[config.mk]
export PLATFORM = sky130hd
export DESIGN_NAME = mem_access_unit
export DESIGN_NICKNAME = d
export VERILOG_FILES = /design/src/rtl/mem_access_pkg.sv /design/src/rtl/mem_lane_align.sv /design/src/rtl/mem_access_unit.sv
export SDC_FILE = /design/constraint.sdc
export NUM_CORES = 1
export LEC_CHECK = 0
export ABC_CLOCK_PERIOD_IN_PS = 1700
export BUFFER_PORTS_ARGS = -buffer_cell sky130_fd_sc_hd__clkbuf_2
export CAP_MARGIN = 20
export CORE_AREA = 2 2 181 183
export CTS_BUF_LIST = sky130_fd_sc_hd__clkbuf_16
export CTS_CLUSTER_SIZE = 16
export DETAILED_ROUTE_END_ITERATION = 8
export DIE_AREA = 0 0 183 185
export SLEW_MARGIN = 5
export SYNTH_ARGS = -nofsm -noshare
export SYNTH_HDL_FRONTEND = slang
export SYNTH_HIERARCHICAL = 1
export SYNTH_SLANG_ARGS = --single-unit
[constraint.sdc]
create_clock -name clk -period 1.7 [get_ports clk]
set_input_delay 0.085 -clock clk [delete_from_list [all_inputs] [get_ports clk]]
set_output_delay 0.085 -clock clk [all_outputs]
set_load 0.02 [all_outputs]
[src/rtl/mem_access_pkg.sv]
// Shared types and constants for the MEM-stage data-memory access unit.
package mem_access_pkg;

  typedef enum logic [1:0] {
    IDLE = 2'd0,
    REQ  = 2'd1,
    DONE = 2'd2
  } mem_state_t;

  localparam logic [7:0]  BE_DWORD         = 8'hFF;
  localparam logic [63:0] DWORD_ALIGN_MASK = 64'hFFFF_FFFF_FFFF_FFF8;

endpackage

[src/rtl/mem_lane_align.sv]
// Lane steering: byte enables and store-data replication outward, load lane extraction inward.
// Purely combinational; no latency, no backpressure.
module mem_lane_align
  import mem_access_pkg::*;
(
  input  logic        byte_sel,
  input  logic [2:0]  byte_off,
  input  logic [63:0] wdata,
  input  logic [63:0] load_buf,
  output logic [7:0]  be,
  output logic [63:0] wdata_aligned,
  output logic [63:0] load_data
);

  always_comb begin
    if (byte_sel) begin
      be            = 8'b1 << byte_off;
      // Replicating the byte lets memory pick it off whichever lane be selects.
      wdata_aligned = {8{wdata[7:0]}};
      load_data     = {56'd0, load_buf[{byte_off, 3'b000} +: 8]};
    end else begin
      be            = BE_DWORD;
      wdata_aligned = wdata;
      load_data     = load_buf;
    end
  end

endmodule

[src/rtl/mem_access_unit.sv]
// MEM-stage LDUR/LDURB/STUR/STURB req/ack controller; timeout abort under MEM_TIMEOUT_EN.
// Latency: non-mem ops 0 cycles; mem ops 2+N cycles (N = REQ cycles until mem_ack).
// Backpressure: stall held from the issue cycle through REQ; released in DONE.
module mem_access_unit
    import mem_access_pkg::*;
#(
    parameter int unsigned TIMEOUT_CYCLES = 255
)
(
    input  logic        clk,
    input  logic        reset,
    input  logic        ex_valid,
    input  logic        MemRead_ex,
    input  logic        MemWrite_ex,
    input  logic        ByteSel_ex,
    input  logic [63:0] alu_result_ex,
    input  logic [63:0] wdata_ex,
    input  logic        RegWrite_ex,
    input  logic        Reg3Loc_ex,
    input  logic [31:0] instr_ex,
    output logic        mem_req,
    output logic        mem_we,
    output logic [63:0] mem_addr,
    output logic [7:0]  mem_be,
    output logic [63:0] mem_wdata,
    input  logic        mem_ack,
    input  logic [63:0] mem_rdata,
`ifdef MEM_TIMEOUT_EN
    output logic        mem_fault,
`endif
    output logic        stall,
    output logic [63:0] data_to_reg_mem,
    output logic        RegWrite_reg_mem,
    output logic        Reg3Loc_mem,
    output logic [31:0] instr_reg_mem
);

    mem_state_t  state, state_nxt;
    logic [63:0] load_buf;
    logic [63:0] load_data;
    logic        memop;
    logic        timeout_hit;
    logic        fault_q;

    assign memop         = ex_valid & (MemRead_ex | MemWrite_ex);
    assign mem_we        = MemWrite_ex;
    assign mem_addr      = alu_result_ex & DWORD_ALIGN_MASK;
    assign Reg3Loc_mem   = Reg3Loc_ex;
    assign instr_reg_mem = instr_ex;

    mem_lane_align u_lane_align (
        .byte_sel      (ByteSel_ex),
        .byte_off      (alu_result_ex[2:0]),
        .wdata         (wdata_ex),
        .load_buf      (load_buf),
        .be            (mem_be),
        .wdata_aligned (mem_wdata),
        .load_data     (load_data)
    );

`ifdef MEM_TIMEOUT_EN
    localparam logic [7:0] TO_LAST = 8'(TIMEOUT_CYCLES - 1);
    logic [7:0] to_cnt;

    assign timeout_hit = (state == REQ) & ~mem_ack & (to_cnt == TO_LAST);

    always_ff @(posedge clk or posedge reset) begin
        if (reset) begin
            to_cnt  <= 8'd0;
            fault_q <= 1'b0;
        end else begin
            to_cnt  <= (state == REQ && state_nxt == REQ) ? to_cnt + 8'd1 : 8'd0;
            fault_q <= timeout_hit;
        end
    end

    assign mem_fault = fault_q;
`else
    assign timeout_hit = 1'b0;
    assign fault_q     = 1'b0;
`endif

    always_ff @(posedge clk or posedge reset) begin
        if (reset) state <= IDLE;
        else       state <= state_nxt;
    end

    always_ff @(posedge clk or posedge reset) begin
        if (reset)                        load_buf <= 64'd0;
        else if (state == REQ && mem_ack) load_buf <= mem_rdata;
    end

    always_comb begin
        state_nxt = state;
        case (state)
            IDLE:    if (memop) state_nxt = REQ;
            REQ:     if (mem_ack || timeout_hit) state_nxt = DONE;
            DONE:    state_nxt = IDLE;
            default: state_nxt = IDLE;
        endcase
    end

    always_comb begin
        mem_req          = 1'b0;
        stall            = 1'b0;
        data_to_reg_mem  = alu_result_ex;
        RegWrite_reg_mem = RegWrite_ex & ex_valid;
        case (state)
            IDLE: begin
                if (memop) begin
                    stall            = 1'b1;
                    RegWrite_reg_mem = 1'b0;
                end
            end
            REQ: begin
                mem_req          = 1'b1;
                stall            = 1'b1;
                RegWrite_reg_mem = 1'b0;
            end
            DONE: begin
                if (fault_q) begin
                    data_to_reg_mem  = 64'd0;
                    RegWrite_reg_mem = 1'b0;
                end else begin
                    data_to_reg_mem  = MemRead_ex ? load_data : 64'd0;
                    RegWrite_reg_mem = RegWrite_ex;
                end
            end
            default: ;
        endcase
        if (reset) RegWrite_reg_mem = 1'b0;
    end

endmodule

# Word-level counts from Yosys, hierarchy flattened
# Cells that the tools add are included.
# word_totals
regBits,66
input_bits,233
# classes
eq_ne,4
shift,2
muxes,14
n_bitwise,3
n_reduce_logical,3
# ops
op,count
two-way mux 64 bit,4
variable part select 64 x 7 -> 8 bit,1
two-way mux 8 bit,1
"<< shifter 1 x 3 -> 8 bit, first input constant",1
two-way mux 1 bit,4
two-way mux 2 bit,2
"inequality test 2 bit, second input constant",2
one-hot mux 2 bit (2 select lines),1
one-hot mux 1 bit (3 select lines),1
AND 1 bit,2
"== test 2 x 1 -> 1 bit, second input constant",1
"== test 2 bit, second input constant",1
zero test 2 bit,1
one-hot mux 1 bit (2 select lines),1
AND reduction 2 bit,1
logical AND 1 bit,1
OR 1 bit,1

# Depth between registers and ports, before layout
# Gate-level depths: netlist (run 1).
# depth
depth_word,5
mapped_depth,7
ltp_nobuf,5

# Modules after synthesis
# The synthesis (run 1) kept the hierarchy.
# modules_own_cells
mod,instances,cells_each,area_per_inst_um2,seq_area_each_um2
mem_access_unit,1,463,4332.9,1651.6
mem_lane_align,1,296,1721.7,0.0

# Least setup slack after synthesis (run 1)
# OpenSTA, ideal clock, no wires.
# synth_timing
path_kind,input to output
startpoint,input port reset
endpoint,output port RegWrite_reg_mem
t_arrival_ns,1.984
t_required_ns,1.615
setup_slack_ns,-0.369
path_stages,3
cell_sequence,inv_1 -> nand2_1 -> a21oi_1
# synth_via
elab_chain_len,1
# synth_rtl
item,line_no,source
start: declaration,mem_access_unit.sv:11,"input logic reset,"
two-way mux 1 bit,mem_access_unit.sv:131,if (reset) RegWrite_reg_mem = 1'b0;
end: declaration,mem_access_unit.sv:33,"output logic RegWrite_reg_mem,"
# Every way passes these cells.

# Worst setup path after layout (run 1)
# layout_timing
startpoint,register load_buf[25]
endpoint,output port data_to_reg_mem[1]
# layout_via
elab_chain_len,4
# layout_rtl
item,line_no,source
start: declaration,mem_access_unit.sv:39,logic [63:0] load_buf;
start signal: assignment,mem_access_unit.sv:90,else if (state == REQ && mem_ack) load_buf <= mem_rdata;
variable part select 64 x 7 -> 8 bit,mem_lane_align.sv:20,"load_data = {56'd0, load_buf[{byte_off, 3'b000} +: 8]};"
two-way mux 64 bit,mem_lane_align.sv:16,if (byte_sel) begin
net load_data[1],mem_access_unit.sv:40,logic [63:0] load_data;
two-way mux 64 bit,mem_access_unit.sv:125,data_to_reg_mem = MemRead_ex ? load_data : 64'd0;
two-way mux 64 bit,mem_access_unit.sv:108,case (state)
end: declaration,mem_access_unit.sv:32,"output logic [63:0] data_to_reg_mem,"
# The timed path passes the listed nets, and every way through them passes these cells.

==> results of run 1 <==
[synth_stat cells]
cell type	number	area share
nand2_1	141	0.087
o21ai_0	128	0.11
buf_4	109	0.14
dfrtp_1	66	0.27
nor2b_1	65	0.067
inv_1	60	0.037
mux2_4	49	0.12
clkbuf_1	29	0.018
mux2i_1	24	0.040
mux2_2	16	0.030
buf_2	12	0.0099
a211o_1	8	0.012
a22oi_1	8	0.0099
a41o_1	8	0.013
and2_1	8	0.0083
buf_6	8	0.015
nand3_1	8	0.0066
a21oi_1	2	0.0017
nand2b_1	2	0.0021
nor2_1	2	0.0012
buf_1	1	0.00062
conb_1	1	0.00062
inv_2	1	0.00062
nor2b_4	1	0.0023
nor3_1	1	0.00083
o31ai_1	1	0.0012
[layout make-up]
type,instances,area (um^2)
Fill cell,3437,22300
Timing Repair Buffer,522,3610
Multi-Input combinational cell,475,3380
Sequential cell,66,1670
Tap cell,408,510
Inverter,61,233
Clock buffer,9,225
Clock inverter,7,77.6
Antenna cell,1,2.50
[what timing repair did]
item,4_1_cts,5_1_grt
gates cloned,4,4
hold buffers,63,0
buffers inserted,23,9
hold endpoints to repair,76,0
gates resized for setup,117,147
pin swaps,28,11
setup endpoints to repair,38,66
[cell families (layout without fill, tap and decap cells)]
| kind of cell | count (synthesis) | in the layout | share of synthesized area |
|---|---|---|---|
| AND/OR/NAND/NOR | 228 | 228 | 0.176 |
| buffers and inverters | 220 | 599 | 0.216 |
| AO/OA/AOI/OAI | 155 | 155 | 0.143 |
| multiplexers | 89 | 89 | 0.191 |
| flip-flops | 66 | 66 | 0.273 |
| other | 1 | 4 | 0.000619 |
[routing by layer]
| layer | global-route usage | part of all wire | vias up |
|---|---|---|---|
| met5 | 0 | 0.00024 | - |
| met1 | 0.201 | 0.43 | 3102 |
| met4 | 0.0694 | 0.033 | 2 |
| met3 | 0.0254 | 0.057 | 60 |
| met2 | 0.262 | 0.48 | 263 |
| li1 | - | - | 3145 |
[power by group]
| group | total (mW) | internal, mW | leakage [nW] | switching [mW] |
|---|---|---|---|---|
| Clock | 1.97 | 1.15 | 0.146 | 0.825 |
| Sequential | 2.84 | 2.14 | 0.764 | 0.701 |
| Combinational | 4.21 | 2.26 | 4.23 | 1.95 |
| Total | 9.02 | 5.54 | 5.14 | 3.48 |
[critical path, cell delays in order, from the launching register on]
cell and delay (ps):
dfrtp_1 430, and2_1 160, a211o_1 260, a41o_1 220, nand2_1 80, o21ai_1 70, buf_4 160
[per-stage QoR]
step	setup slack, ps	instance area (um^2)	util	instances	setup TNS (ps)
6_report	-109	9710	0.303	1549	-545
4_1_cts	-172	9250	0.289	1537	-1280
3_5_place_dp	56.5	7830	0.244	1433	0
2_1_floorplan	225	6070	-	761	0
5_1_grt	-192	9710	0.303	1549	-2450
3_3_place_gp	67.8	7830	0.244	1433	0
[state kept, by name, indices dropped and copies added (netlist names)]
name	cells
load_buf	64
state	2
[placed cells by master, fill, tap and decap left out, drive strengths merged]
cell / count
a41o: 8
nand2: 141
a211o: 8
bufinv: 1
inv: 61
clkinv: 4
a22oi: 8
clkbuf: 357
mux2i: 24
nand3: 8
nor2: 2
nor2b: 66
buf: 111
diode: 1
o31ai: 1
and2: 8
conb: 3
clkinvlp: 2
a21oi: 2
o21ai: 128
dlygate4sd3: 63
mux2: 65
nand2b: 2
dfrtp: 66
nor3: 1
[final timing paths]
| check | from | endpoint | slack (ps) | depth (start not counted) |
|---|---|---|---|---|
| max | load_buf[25]$_DFFE_PP0P_ | data_to_reg_mem[1] | -110 | 6 |
| min | mem_rdata[16] | load_buf[16]$_DFFE_PP0P_ | 20 | 2 |
| max reg2reg | state[1]$_DFFE_PP0P_ | load_buf[42]$_DFFE_PP0P_ | 50 | 6 |
| min reg2reg | load_buf[1]$_DFFE_PP0P_ | load_buf[1]$_DFFE_PP0P_ | 530 | 1 |
| max in group asynchronous | reset | load_buf[48]$_DFFE_PP0P_ | 870 | 4 |
| min in group asynchronous | reset | load_buf[29]$_DFFE_PP0P_ | 510 | 4 |
==> results.tsv, run 1 <==
stage	metric	value	unit
floorplanning	start_util	0.189	
status	violations	negative setup slack	
floorplanning	core_area	32000	um^2
drt	via_count	6572	
sta	setup_ws	-109	ps
clock_tree	path_clk_slew	70	ps
job	max-cap-violations	0	
placement	io_buffers	400	
layout	nets	1368	
drt	wl	29.2	mm
power	vdd_drop_max	0.419	mV
yosys	synthCells	759	
sta	finalHoldViolations	0	
drt	drc	0	
drt	wl_per_cell	18.9	um
worst_hold_path	hold_class	input pin to flop	
drt	drt_first_pass_iters	5	
clock_tree	cts-buffers-inserted	9	
critical_path	end_kind	output pin	
critical_path	worstSetupPathType	flop to output pin	
critical_path	crit_path_max_fanout	3	
clock_tree	clockBufferDepth	2	
sta	fin_crit	1810	ps
clock_tree	cts.sinks	66	
global_routing	grt_pass1_wl	38.8	mm
placement	dp_hpwl	21.7	mm
clock_tree	cts_htree_levels	3	
sta	holdWs	21.0	ps
clock_tree	cts_tree	yes	
sta	fmax	553	MHz
critical_path	crit_required	1620	ps
sta	setup_violations	10	
yosys	synth_area	6050	um^2
sta	drv_slew	0	
sta	fin_crit_sh	1.06	
layout	final_layout_size_suffix_gt1_frac	0.534	
clock_tree	root_buffer	clkbuf_16	
sta	rsz0062_at_grt	true	
yosys	yosys_warnings	6	
critical_path	cp.arrival	1720	ps
global_routing	grt_max_degree	71	
floorplanning	die-area	33900	um^2
drt	viasPerCell	4.24	
floorplanning	die_x	183	um
sta	skew	6.52	ps
layout	syn_to_final_growth	60.3	%
yosys	avgSynthCellArea	7.98	um^2
floorplanning	io_pins	470	
global_routing	track_usage	0.158	
drt	drtAntennaViolNets	0	
yosys	ys_seq_elements	66	
power	p_leak	5.14	nW
power	p_per_area	930	nW/um^2
status	status	finished with violations	
floorplanning	fp.dieH	185	um
floorplanning	rows	66	
placement	gp_congestion	0.801	
yosys	ys_seq_area_frac	0.273	
yosys	yosysUniqueCellTypes	26	
drt	first_iter_violations	332	
global_routing	grt_pass1_vias	6121	
global_routing	overflow	0	
critical_path	worst_setup_path_start_kind	flop	
clock_tree	clk-insertion-delay-late	340	ps
global_routing	antenna_found_initial	2	
power	p_total	9.02	mW
Note: power is estimated with default switching activity, not from simulation.
==> run 2: changes to the inputs <==
--- a/config.mk
+++ b/config.mk
@@ -5,7 +5,7 @@
 export SDC_FILE = /design/constraint.sdc
 export NUM_CORES = 1
 export LEC_CHECK = 0
-export ABC_CLOCK_PERIOD_IN_PS = 1700
+export ABC_CLOCK_PERIOD_IN_PS = 1500
 export BUFFER_PORTS_ARGS = -buffer_cell sky130_fd_sc_hd__clkbuf_2
 export CAP_MARGIN = 20
 export CORE_AREA = 2 2 181 183
@@ -13,6 +13,8 @@
 export CTS_CLUSTER_SIZE = 16
 export DETAILED_ROUTE_END_ITERATION = 8
 export DIE_AREA = 0 0 183 185
+export MAX_ROUTING_LAYER = met4
+export REMOVE_ABC_BUFFERS = 1
 export SLEW_MARGIN = 5
 export SYNTH_ARGS = -nofsm -noshare
 export SYNTH_HDL_FRONTEND = slang
==> constraint.sdc (replaced) <==
create_clock -name clk -period 1.5 [get_ports clk]
set_input_delay 0.075 -clock clk [delete_from_list [all_inputs] [get_ports clk]]
set_output_delay 0.075 -clock clk [all_outputs]
set_load 0.02 [all_outputs]
==> run 2 against run 1 <==
Compared with the run above:
- the run still ends with negative setup slack left
- clock power up 18%
- via count up 5.9%
- setup slack lost 170 ps
- clock skew about the same
- worst hold slack better by 4.5 ps
- die area stayed put
- combinational power increased by 33%
- non-clock buffer count up 25
- utilization rose by 3.8 points
==> results.tsv, run 2 (synthesis results as in run 1) <==
stage	metric	value	unit
clock_tree	root_buffer	clkbuf_16	
clock_tree	clk-insertion-delay-late	340	ps
critical_path	cp_cell_sequence	nand2b_4 > buf_12 > buf_12 > buf_16 > o21ai_2 > clkbuf_8	
critical_path	cp.arrival	1710	ps
drt	drc	0	
drt	first_iter_violations	372	
critical_path	end_kind	output pin	
critical_path	worstReg2RegEnd	load_buf[49]$_DFFE_PP0P_	
sta	final.setup.tns	-11780	ps
drt	drt_first_pass_iters	5	
layout	layout_commonest_cell	clkbuf_2	
critical_path	path_buf_inv	4	
status	status	finished with violations	
layout	reg_top3	load_buf x64, state x2	
worst_hold_path	min_from	mem_rdata[33]	
sta	fmax	561	MHz
clock_tree	cts.sinks	66	
floorplanning	start_util	0.189	
clock_tree	cts_htree_levels	3	
floorplanning	die-area	33900	um^2
floorplanning	rows	66	
layout	largest-register	load_buf	
global_routing	grt_pass1_vias	6683	
drt	viasPerCell	4.42	
floorplanning	die_x	183	um
global_routing	overflow	0	
layout	multi_input_area	3850	um^2
critical_path	cp_slowest_stage_delay	380	ps
sta	max_slew.worst_pin.slew	645	ps
power	p_leak	5.63	nW
layout	stdcell_area	10900	um^2
floorplanning	fp.dieH	185	um
layout	fin_cells	1573	
critical_path	critPathMostFrequentCell	buf_12	
power	vdd_drop_max	0.453	mV
global_routing	track_usage	0.180	
drt	drtAntennaViolNets	0	
critical_path	worst_setup_path_start_kind	flop	
worst_hold_path	hold_class	input pin to flop	
drt	via_count	6957	
critical_path	worstSetupPathType	flop to output pin	
placement	place_area	7950	um^2
sta	skew	6.21	ps
clock_tree	clockBufferDepth	2	
drt	wl_per_cell	21.5	um
critical_path	crit_family	buffers and inverters	
worst_hold_path	min_delay_worst_endpoint	load_buf[33]$_DFFE_PP0P_	
job	max-cap-violations	0	
clock_tree	cts-buffers-inserted	9	
sta	finalHoldViolations	0	
status	violations	negative setup slack	
sta	rsz0062_at_grt	true	
placement	io_buffers	400	
global_routing	grt_max_degree	65	
sta	drv_slew	0	
layout	syn_to_final_growth	80.3	%
layout	nets	1393	
sta	fin_crit	1780	ps
drt	met3_length	2.26	mm
sta	fin_crit_sh	1.19	
placement	pre_cts_slack	-188	ps
critical_path	ff2ff_setup_slack	-10	ps
floorplanning	core_area	32000	um^2
layout	n_fill_cell	3194	
drt	dr_wl_met2	17.0	mm
critical_path	r2r-start	state[1]$_DFFE_PP0P_	
floorplanning	io_pins	470	
critical_path	crit_path_max_fanout	6	
layout	final_util	0.341	
layout	final_cell_mix	clkbuf_2, nand2_1, o21ai_0, nor2b_1	
global_routing	grt_pass1_wl	43.4	mm
sta	setup_ws	-283	ps
drt	met1_length	14.0	mm
sta	maxSlewHeadroom	0.570	
placement	dp.cells	1451	
critical_path	slowest_stage	dfrtp_1	
layout	final_layout_size_suffix_gt1_frac	0.591	
drt	top_layer	met4	
power	p_per_area	998	nW/um^2
sta	holdWs	25.4	ps
sta	setup_violations	69	
placement	dp_hpwl	22.3	mm
critical_path	crit_required	1420	ps
clock_tree	path_clk_slew	60	ps
drt	wl	33.8	mm
placement	gp_congestion	0.823	
global_routing	antenna_found_initial	1	
layout	largest_register_ffs	64	
critical_path	ff2ff_path_depth	5	
clock_tree	cts_tree	yes	
worst_hold_path	min_path_cells	2	
layout	regArea	1660	um^2
power	p_total	10.9	mW
critical_path	crit_cells	6	
[run 2: changes by cell type in the layout (fill, tap and decap cells not counted), moves of 10 or more]
| cell | delta |
|---|---|
| clkbuf_4 | -11 |
| o21ai_0 | -18 |
| nand2_4 | +27 |
| o21ai_2 | +19 |
| nand2_1 | -31 |
| o21ai_1 | -20 |
| o21ai_4 | +19 |
| dfrtp_2 | -10 |
| clkbuf_8 | +21 |
| buf_4 | -12 |
| dfrtp_1 | +10 |
| buf_8 | +14 |
[run 2: per-layer routing]
metal / up-vias / track usage
li1: 3194 / -
met1: 3382 / 0.216
met2: 351 / 0.307
met3: 30 / 0.0472
met4: 0 / 0.0355
met5: - / -
[run 2: layout make-up]
class                           instances  share of cell area
Antenna cell                            1            0.000229
Timing Repair Buffer                  547               0.399
Clock buffer                            9              0.0206
Sequential cell                        66               0.152
Multi-Input combinational cell        475               0.353
Clock inverter                          6             0.00756
Inverter                               61              0.0211
Tap cell                              408              0.0468
[run 2: worst reg2reg max path: cells and delay by family, from the launching register on]
kind          cells  cell delay, ps
buf+inv           2             360
mux               1             310
flops             1             430
simple gates      2             290
[run 2: timing repair]
item / 4_1_cts / 5_1_grt
endpoints found under the setup margin: 65 / 72
endpoints found under the hold margin: 128 / 0
setup buffers: 16 / 12
hold buffers: 63 / 0
gates cloned: 12 / 9
resized for setup: 237 / 204
pin swaps: 35 / 45
[run 2: report_power, final]
part | internal [mW] | leakage (nW) | switching, mW
Clock | 1.44 | 0.151 | 0.893
Sequential | 2.40 | 0.775 | 0.553
Combinational | 2.99 | 4.71 | 2.61
Total | 6.84 | 5.63 | 4.06
[run 2: worst max path at each step]
stage	startpoint	endpoint	slack, ps
2_1_floorplan	state[0]$_DFFE_PP0P_	data_to_reg_mem[0]	-1740
3_3_place_gp	alu_result_ex[1]	data_to_reg_mem[2]	-160
3_5_place_dp	alu_result_ex[1]	data_to_reg_mem[0]	-190
4_1_cts	load_buf[29]$_DFFE_PP0P_	data_to_reg_mem[5]	-290
5_1_grt	load_buf[29]$_DFFE_PP0P_	data_to_reg_mem[5]	-350
6_report	state[0]$_DFFE_PP0P_	data_to_reg_mem[18]	-280
